File: src/rtl/mode_select_fsm.sv
// Front-panel mode selector: idle segment chase, release-triggered mode entry, short-press cycling, long-press exit.
// Optional MODE_SELECT_BOUNCE_EN makes the idle chase ping-pong instead of wrapping.
module mode_select_fsm #(
  parameter int unsigned g_NUM_MODES   = 3,
  parameter int unsigned g_ANIM_DELAY  = 4166666,
  parameter int unsigned g_ANIM_LENGTH = 6,
  parameter int unsigned g_HOLD_DELAY  = 75000000
) (
  input  logic                   i_Clk,
  input  logic                   i_Rst_L,
  input  logic [g_NUM_MODES:0]   i_Switches,
  output logic [1:0]             o_State,
  output logic [2:0]             o_Mode,
  output logic                   o_Mode_Start,
  output logic [6:0]             o_Segments
);

  localparam int unsigned SW_W  = g_NUM_MODES + 1;
  localparam int unsigned CNT_W = 32;
  localparam int unsigned IDX_W = 3;
  localparam int unsigned MODE_W = 3;

  localparam logic [CNT_W-1:0]  ANIM_LAST = CNT_W'(g_ANIM_DELAY - 1);
  localparam logic [CNT_W-1:0]  HOLD_LAST = CNT_W'(g_HOLD_DELAY - 1);
  localparam logic [IDX_W-1:0]  IDX_LAST  = IDX_W'(g_ANIM_LENGTH - 1);
  localparam logic [IDX_W-1:0]  IDX_EXIT  = IDX_W'(6);
  localparam logic [MODE_W-1:0] MODE_LAST = MODE_W'(g_NUM_MODES - 1);

  typedef enum logic [1:0] {
    ST_IDLE      = 2'd0,
    ST_ACTIVE    = 2'd1,
    ST_EXIT_WAIT = 2'd2
  } state_t;

  state_t             state_q, state_d;
  logic [MODE_W-1:0]  mode_q, mode_d;
  logic               start_q, start_d;
  logic [IDX_W-1:0]   idx_q, idx_d, idx_step;
  logic [CNT_W-1:0]   cnt_q, cnt_d;
  logic [SW_W-1:0]    sw_q;
  logic [6:0]         seg_q;
`ifdef MODE_SELECT_BOUNCE_EN
  logic               dir_up_q, dir_up_d, dir_up_step;
`endif

  logic [SW_W-1:0]        falls_c;
  logic [g_NUM_MODES-1:0] mode_falls_c;
  logic                   any_mode_fall_c;
  logic                   hold_c;
  logic                   hold_fall_c;
  logic [MODE_W-1:0]      low_mode_c;

  // Release edges: switch was pressed last cycle and is released now
  assign falls_c         = sw_q & ~i_Switches;
  assign mode_falls_c    = falls_c[g_NUM_MODES-1:0];
  assign any_mode_fall_c = |mode_falls_c;
  assign hold_c          = i_Switches[g_NUM_MODES];
  assign hold_fall_c     = falls_c[g_NUM_MODES];

  // Lowest released mode switch wins
  always_comb begin
    low_mode_c = '0;
    for (int i = int'(g_NUM_MODES) - 1; i >= 0; i--) begin
      if (mode_falls_c[i]) low_mode_c = MODE_W'(i);
    end
  end

  // Next chase position for one animation step
  always_comb begin
    idx_step = idx_q;
`ifdef MODE_SELECT_BOUNCE_EN
    dir_up_step = dir_up_q;
    if (IDX_LAST == '0) begin
      idx_step = '0;
    end else if (dir_up_q) begin
      if (idx_q == IDX_LAST) begin
        idx_step    = idx_q - IDX_W'(1);
        dir_up_step = 1'b0;
      end else begin
        idx_step = idx_q + IDX_W'(1);
      end
    end else begin
      if (idx_q == '0) begin
        idx_step    = IDX_W'(1);
        dir_up_step = 1'b1;
      end else begin
        idx_step = idx_q - IDX_W'(1);
      end
    end
`else
    idx_step = (idx_q == IDX_LAST) ? '0 : idx_q + IDX_W'(1);
`endif
  end

  // Next-state and register update logic
  always_comb begin
    state_d = state_q;
    mode_d  = mode_q;
    start_d = 1'b0;
    idx_d   = idx_q;
    cnt_d   = cnt_q;
`ifdef MODE_SELECT_BOUNCE_EN
    dir_up_d = dir_up_q;
`endif
    case (state_q)
      ST_IDLE: begin
        if (any_mode_fall_c) begin
          state_d = ST_ACTIVE;
          mode_d  = low_mode_c;
          start_d = 1'b1;
          cnt_d   = '0;
        end else if (cnt_q == ANIM_LAST) begin
          cnt_d = '0;
          idx_d = idx_step;
`ifdef MODE_SELECT_BOUNCE_EN
          dir_up_d = dir_up_step;
`endif
        end else begin
          cnt_d = cnt_q + CNT_W'(1);
        end
      end
      ST_ACTIVE: begin
        if (hold_c) begin
          if (cnt_q == HOLD_LAST) begin
            state_d = ST_EXIT_WAIT;
            idx_d   = IDX_EXIT;
            cnt_d   = '0;
          end else begin
            cnt_d = cnt_q + CNT_W'(1);
          end
        end else if (hold_fall_c) begin
          mode_d  = (mode_q == MODE_LAST) ? '0 : mode_q + MODE_W'(1);
          start_d = 1'b1;
          cnt_d   = '0;
        end else if (any_mode_fall_c) begin
          mode_d  = low_mode_c;
          start_d = 1'b1;
          cnt_d   = '0;
        end else begin
          cnt_d = '0;
        end
      end
      ST_EXIT_WAIT: begin
        if (!hold_c) begin
          state_d = ST_IDLE;
          mode_d  = '0;
          idx_d   = '0;
          cnt_d   = '0;
`ifdef MODE_SELECT_BOUNCE_EN
          dir_up_d = 1'b1;
`endif
        end
      end
      default: begin
        state_d = ST_IDLE;
        mode_d  = '0;
        idx_d   = '0;
        cnt_d   = '0;
`ifdef MODE_SELECT_BOUNCE_EN
        dir_up_d = 1'b1;
`endif
      end
    endcase
  end

  always_ff @(posedge i_Clk or negedge i_Rst_L) begin
    if (!i_Rst_L) begin
      state_q <= ST_IDLE;
      mode_q  <= '0;
      start_q <= 1'b0;
      idx_q   <= '0;
      cnt_q   <= '0;
      sw_q    <= '0;
      seg_q   <= 7'b0000001;
`ifdef MODE_SELECT_BOUNCE_EN
      dir_up_q <= 1'b1;
`endif
    end else begin
      state_q <= state_d;
      mode_q  <= mode_d;
      start_q <= start_d;
      idx_q   <= idx_d;
      cnt_q   <= cnt_d;
      sw_q    <= i_Switches;
      seg_q   <= 7'(1) << idx_d;
`ifdef MODE_SELECT_BOUNCE_EN
      dir_up_q <= dir_up_d;
`endif
    end
  end

  assign o_State      = 2'(state_q);
  assign o_Mode       = mode_q;
  assign o_Mode_Start = start_q;
  assign o_Segments   = seg_q;

endmodule

File: config.mk
export PLATFORM = sky130hd
export DESIGN_NAME = mode_select_fsm
export DESIGN_NICKNAME = d
export VERILOG_FILES = /design/src/rtl/mode_select_fsm.sv
export SDC_FILE = /design/constraint.sdc
export NUM_CORES = 1
export LEC_CHECK = 0
export BUFFER_PORTS_ARGS = -buffer_cell sky130_fd_sc_hd__buf_2
export CORE_MARGIN = 3
export CORE_UTILIZATION = 50
export CTS_CLUSTER_DIAMETER = 60
export DETAILED_ROUTE_END_ITERATION = 12
export PLACE_DENSITY = 0.77
export SLEW_MARGIN = 20
export SYNTH_ARGS = -nofsm -noshare
export SYNTH_HDL_FRONTEND = slang
export SYNTH_SLANG_ARGS = --single-unit
export TNS_END_PERCENT = 50
File: constraint.sdc
create_clock -name i_Clk -period 5.8 [get_ports i_Clk]
set_input_delay 0 -clock i_Clk [delete_from_list [all_inputs] [get_ports i_Clk]]
set_output_delay 0 -clock i_Clk [all_outputs]
set_load 0.05 [all_outputs]
==> run summary, run 1 <==
Tot GR Track Use = 19.6%
Max incr delay on CP = 0.68 ns
Outcome = completed
Grt total ovfl = 0
Worst slew pin tran = 0.930 ns
Number of synthesized flops with an enable pin = 0
Register area share after synthesis = 42.0%
CP Capture Type = flip-flop
Crit path cell chain = ha_1, and3_1, nand2_1, nor4_4, o22ai_4, a41oi_1, a31oi_1
# H-tree levels = 2
Wirelength, routed = 6650 µm
RSZ-0062 raised after global routing = false
Warnings from Yosys = 0
Chip width = 84.8 µm
Type of origin of the critical path = flip-flop
Mapped Cells = 335
DR pass1 iterations = 5
CTS tree = built
Cell taking the most area after synthesis = dfrtp_1
Number of global-route vias before repair = 2528
HPWL Detailed = 4560 µm
Required time worst endpoint = 6.03 ns
Largest net degree at the start of global routing = 53
DIE AREA = 7190 µm²
Total number of vias = 2614
Crit path kind = flip-flop to flip-flop
Row cnt = 28
Critical-path maximum fanout = 37
CP arrival = 2.65 ns
DRC = 0
Worst hold slack = 0.337 ns
Synth Net Count = 343
Vias per cell = 6.12
Seq cells post-synth = 52
CTS Root Cell = clkbuf_8
Ranking of synthesized cells by area = dfrtp_1 41%, nand2_1 4.2%, a21oi_1 4.2%
Asr flop ratio synth = 100%
Port bufs = 18
Die Ht = 84.8 µm
Most used DFF post-synth = dfrtp_1
Rel. slew slack = 38.0%
Routed WL per cell = 15.6 µm
Worst Path Buf+Inv = 0
Synthesized cell area = 3100 µm²
Tcrit/Tclk final = 41.7%
Clk slew on worst S/H paths = 0.10 ns
Placed Instances = 414
Initial Util = 52.1%
CP top delay family = compound AO/OA/AOI/OAI gates
I/O pins = 19
GPL Wtd Cong = 0.901
Initial antenna violation count = 0
Clock buffer depth = 2
Commonest non-fill, non-tap cell in the layout = dfrtp_1
Number of CTS-inserted buffers = 5
Layout Cells excl Fill = 427
Post-route ant nets = 0
Global-route wire length before repair = 11700 µm
Max_cap viols = 0
Min Clock Period, post-route = 2.42 ns
Post-synth top area share = 41.1%
Yosys cell types = 58
Layout Skew = 0.00564 ns
Fraction of layout cells with a size suffix above 1 = 16.5%
Hold Fails Final Rpt = 0
LEAKAGE = 1.45 nW
Detailed Route Iter0 Violations = 153
Synth Area per Inst = 9.26 µm²
Slowest CP cell = o22ai_4
Most frequent cells in the layout = 51 x dfrtp_1, 35 x nand2_1, 26 x a21oi_1
Core ar. = 5960 µm²
Nets@finish = 359
HP Class = input pin to async pin
Final Slew Violations = 0
# setup viols final = 0
TNS Setup = 0 ns
Worst ir drop on vdd = 202 µV
Skew-Pair Late Insertion Delay = 0.31 ns
TritonCTS Sinks = 52
Number of diodes = 0
Power Density = 237 nW/µm²
Area added between synthesis and finish = 7.30%
Max Freq = 414 MHz
## sequential cells by signal (all words and copies together), names as in the netlist
signal / flops
sw_q: 4
idx_q: 3
cnt_q: 32
o_Mode: 3
o_Mode_Start: 1
o_Segments: 7
o_State: 2
## metrics by stage
| stage | utilization [%] | worst slack [ns] | area, µm² | power, mW |
|---|---|---|---|---|
| floorplan | - | 3.73 | 3100 | 0.544 |
| detailed placement | 53.6 | 3.42 | 3190 | 0.586 |
| global placement | 53.6 | 3.49 | 3190 | 0.578 |
| CTS | 55.9 | 3.39 | 3330 | 0.795 |
| global route | 55.9 | 3.15 | 3330 | 0.833 |
| finish | 55.9 | 3.38 | 3330 | 0.789 |
## per-layer routing
layer	vias to the layer above	GRT usage (%)	routed length (µm)
met1	1273	26.5	3130
met2	64	31.8	3140
met5	-	0	0
met3	11	3.43	274
li1	1266	-	-
met4	0	6.76	107
## power by group
group | switching (mW) | total, mW | internal (mW) | leakage, nW
clock network | 0.123 | 0.207 | 0.0844 | 0.0479
registers | 0.0391 | 0.429 | 0.390 | 0.693
logic | 0.0993 | 0.153 | 0.0535 | 0.712
## worst min-delay path: stages
cell	delay (ns)
dlygate4sd3_1	0.52
buf_2	0.10
buf_4	0.52
## final cells by class
type,count,area (µm²)
fill,558,2630
multi-input combinational,253,1640
sequential,52,1300
timing repair buffer,25,155
tap,75,93.8
clock buffer,5,68.8
inverter,14,52.6
clock inverter,3,18.8
## synthesized netlist by cell type (all sizes together) (2+ instances only)
cell	n
nand3b	4
o21ai	15
clkbuf	5
o21bai	2
or2	6
nand3	20
xnor2	4
inv	14
o2111ai	2
a21o	2
and3	10
a41oi	4
nand2	35
buf	11
nand4	11
nor2	12
a31oi	15
o22a	2
o211ai	2
nor3	18
mux2i	3
nand2b	7
nor3b	5
or3	5
nor2b	10
o22ai	4
ha	2
dfrtp	51
a21oi	26
nor4	7
xor2	3
and2	3
and4	6
## cell families (layout without fill, tap and decap cells)
family	after synthesis	count (layout)	synth area share [%]
compound gates	79	79	16.5
simple gates	162	162	32.5
flops	52	52	42.0
mux	3	3	0.968
fa+ha+maj	2	2	0.806
xor+xnor	7	7	1.98
buf+inv	30	47	5.24
## what timing repair did
action | 4_1_cts | 5_1_grt
setup buffers | 0 | 0
hold buffers | 5 | 0
endpoints found under the hold margin | 55 | 0
resized for setup | 0 | 0
setup endpoints to repair | 0 | 0
## worst paths after layout
| kind | startpoint | endpoint | slack, ns | cells after the start |
|---|---|---|---|---|
| min in group i_Clk | i_Switches[2] | sw_q[2] | 0.35 | 2 |
| hold / removal | i_Rst_L | sw_q[2] | 0.34 | 3 |
| setup reg to reg | cnt_q[0] | cnt_q[7] | 3.38 | 7 |
| setup / recovery | cnt_q[0] | cnt_q[7] | 3.38 | 7 |
| max in group asynchronous | i_Rst_L | cnt_q[29] | 5.03 | 3 |
| hold reg to reg | cnt_q[30] | cnt_q[30] | 0.52 | 1 |
No activity file was read; power rests on OpenSTA's default activity.
==> run 2, diff against run 1 <==
--- a/config.mk
+++ b/config.mk
@@ -5,12 +5,13 @@
 export SDC_FILE = /design/constraint.sdc
 export NUM_CORES = 1
 export LEC_CHECK = 0
+export ABC_AREA = 1
 export BUFFER_PORTS_ARGS = -buffer_cell sky130_fd_sc_hd__buf_2
 export CORE_MARGIN = 3
 export CORE_UTILIZATION = 50
 export CTS_CLUSTER_DIAMETER = 60
 export DETAILED_ROUTE_END_ITERATION = 12
-export PLACE_DENSITY = 0.77
+export PLACE_DENSITY = 0.79
 export SLEW_MARGIN = 20
 export SYNTH_ARGS = -nofsm -noshare
 export SYNTH_HDL_FRONTEND = slang
==> constraint.sdc (replaced) <==
create_clock -name i_Clk -period 2.02 [get_ports i_Clk]
set_input_delay 0 -clock i_Clk [delete_from_list [all_inputs] [get_ports i_Clk]]
set_output_delay 0 -clock i_Clk [all_outputs]
set_load 0.05 [all_outputs]
==> run 2 against run 1 <==
Compared with the run above:
- first-iteration DRC count increased by 110%
- critical path depth rose by 3
- routed wire length is 19% higher
- sequential share of layout area down 3.6 points
- sequential power rose to 2.6 times the previous value
- power increased to 2.5 times the previous value
- clock power grew to 3.1 times the previous value
- final cell count increased by 28%
- register-to-register slack worse by 3.2 ns
- flip-flop and latch count unchanged
- combinational power increased by 70%
- global-route usage up 2.9 points
- largest cell class unchanged
- highest routed layer unchanged
==> run summary, run 2 <==
LEAKAGE = 1.73 nW (+19%)
Commonest non-fill, non-tap cell in the layout = nand2_1
Vias per cell = 5.56 (-9.1%)
Core ar. = 6390 µm² (+7.2%)
Worst slew pin tran = 0.923 ns (-0.00634 ns)
Worst hold slack = 0.330 ns (-0.00643 ns)
Row cnt = 29 (+3.6%)
Initial antenna violation count = 0 (unchanged)
Power Density = 548 nW/µm² (+130%)
TritonCTS Sinks = 52 (unchanged)
Chip width = 87.5 µm (+3.2%)
Max incr delay on CP = 0.41 ns (-0.27 ns)
Outcome = completed
Met3 Routed Length = 458 µm (+67%)
Number of synthesized flops with an enable pin = 0 (unchanged)
Number of diodes = 0 (unchanged)
# H-tree levels = 2 (unchanged)
Asr flop ratio synth = 100% (unchanged)
# setup viols final = 0 (unchanged)
FF+latch area = 1300 µm² (about the same)
Max reg flops = 32 (unchanged)
Initial Util = 52.0% (-0.10 points)
DIE AREA = 7660 µm² (+6.5%)
Rel. slew slack = 38.4% (+0.42 points)
Max_cap viols = 0 (unchanged)
Most used DFF post-synth = dfrtp_1
Placed Area = 3500 µm² (+9.5%)
CP arrival = 2.05 ns (-0.60 ns)
CP Capture Type = flip-flop
Nets@finish = 477 (+33%)
Synth Net Count = 447 (+30%)
Most frequent cell after synthesis = nand2_1
Port bufs = 18 (unchanged)
CTS tree = built
HPWL Detailed = 5830 µm (+28%)
HP Class = input pin to flip-flop
GPL Wtd Cong = 0.932 (+3.4%)
Top cells by count, synth = 97 x nand2_1, 51 x dfrtp_1, 51 x inv_1, 47 x nor2_1, 32 x nand3_1
DR WL met2 = 3760 µm (+20%)
Type of origin of the critical path = flip-flop
Crit path kind = flip-flop to flip-flop
Cell taking the most area after synthesis = dfrtp_1
I/O pins = 19 (unchanged)
Routed WL per cell = 14.4 µm (-7.5%)
Synthesized cell area = 3320 µm² (+7.0%)
DR top layer = met4
Post-route ant nets = 0 (unchanged)
Seq cells post-synth = 52 (unchanged)
Most frequent cells in the layout = 97 x nand2_1, 51 x inv_1, 50 x dfrtp_1
Critical-path maximum fanout = 18 (-51%)
Final Slew Violations = 0 (unchanged)
Global-route wire length before repair = 13600 µm (+16%)
Overall power = 2.01 mW (+150%)
Max Freq = 539 MHz (+30%)
Die Ht = 87.5 µm (+3.2%)
Area added between synthesis and finish = 10.4%
Register area share after synthesis = 39.2% (-2.8 points)
DRC = 0 (unchanged)
Largest net degree at the start of global routing = 41 (-23%)
Number of CTS-inserted buffers = 5 (unchanged)
Area occupied by multi-input gates = 1720 µm² (+5.2%)
Required time worst endpoint = 2.21 ns (-3.82 ns)
Worst ir drop on vdd = 381 µV (+89%)
Warnings from Yosys = 0 (unchanged)
Post-synth top area share = 38.4% (-2.7 points)
Synth Area per Inst = 7.56 µm² (-18%)
Total number of vias = 3044 (+16%)
TNS Setup = 0 ns (unchanged)
Number of global-route vias before repair = 2989 (+18%)
Tcrit/Tclk final = 91.9% (+50 points)
Min Clock Period, post-route = 1.86 ns (-0.561 ns)
Biggest register = cnt_q
Core Util, Final = 57.4% (+1.5 points)
CTS Root Cell = clkbuf_8
DR pass1 iterations = 6 (+1)
Layout Skew = 0.00906 ns (+0.00343 ns)
Fillers = 596 (+6.8%)
Clock buffer depth = 2 (unchanged)
Tot GR Track Use = 22.4% (+2.9 points)
Post-route cell area = 3670 µm² (+10%)
RSZ-0062 raised after global routing = false
Mapped Cells = 439 (+31%)
Detailed Route Iter0 Violations = 318 (+110%)
Skew-Pair Late Insertion Delay = 0.32 ns (about the same)
Reg-to-reg startpoint = cnt_q[0]
Cell mode on critical path = nand2_1
Slowest CP cell = dfrtp_2
CP startpoint = cnt_q[0]
M1 WL = 3490 µm (+11%)
Fraction of layout cells with a size suffix above 1 = 20.9% (+4.4 points)
Crit path cell chain = ha_1, nand2_1, nor2_4, nand2_1, nor2_2, nand2_1, nand2_2, nand2_4, inv_6, o22ai_1
Hold path start = i_Switches[2]
Grt total ovfl = 0 (unchanged)
Wirelength, routed = 7880 µm (+19%)
Yosys cell types = 32 (-45%)
Clk slew on worst S/H paths = 0.10 ns (about the same)
Ranking of synthesized cells by area = dfrtp_1 38%, nand2_1 11%, inv_1 5.8%
Hold Fails Final Rpt = 0 (unchanged)
[run 2: power by group]
part	total [mW]	internal, mW	switching [mW]
Clock	0.646	0.255	0.391
Sequential	1.10	1.08	0.0245
Combinational	0.260	0.0667	0.194
Total	2.01	1.40	0.609
[run 2: cell type report]
class                           count  area share, %
Multi-Input combinational cell    313           47.0
Tap cell                           77           2.63
Inverter                           69           7.34
Clock buffer                        5           1.88
Sequential cell                    52           35.6
Timing Repair Buffer               28           4.85
Clock inverter                      3          0.751
[run 2: timing repair]
action	in CTS	in global routing
hold endpoints to repair	41	0
hold buffers	5	0
setup endpoints to repair	0	21
buffers inserted	0	2
resized for setup	0	3
[run 2: cells by family after synthesis]
| family | after synthesis | share of synthesized area, % |
|---|---|---|
| adder cells (fa/ha/maj) | 2 | 0.753 |
| AND/OR/NAND/NOR | 237 | 37.0 |
| flip-flops | 52 | 39.2 |
| buffers and inverters | 74 | 9.04 |
| XOR/XNOR | 14 | 3.69 |
| AO/OA/AOI/OAI | 60 | 10.3 |
[run 2: metrics by stage]
stage          cells  worst slack [ns]
3_3_place_gp     532             0.238
6_report         547             0.164
4_1_cts          545             0.103
3_5_place_dp     532             0.133
5_1_grt          547           0.00177
2_1_floorplan    439             0.323
[run 2: path summary, 6_finish.rpt]
check	to	slack [ns]	cells past startpoint
min in group asynchronous	o_Mode[0]	0.35	2
worst max-delay path	cnt_q[26]	0.16	10
max in group asynchronous	cnt_q[12]	1.01	3
worst max register to register	cnt_q[26]	0.16	10
worst min register to register	cnt_q[0]	0.53	1
worst min-delay path	sw_q[2]	0.33	2
[run 2: routing by layer]
layer	track usage, %	up-vias
li1	-	1476
met1	30.3	1443
met2	36.5	105
met3	3.69	20
met4	7.67	0
met5	0	-
[run 2: worst max-delay path, delay by kind of cell (launching register included)]
| family | cells | cell delay, ns |
|---|---|---|
| DFF | 1 | 0.41 |
| adders and majority gates | 1 | 0.18 |
| buffers and inverters | 1 | 0.18 |
| and+or+nand+nor | 7 | 0.86 |
| AOI/OAI and AO/OA | 1 | 0.11 |
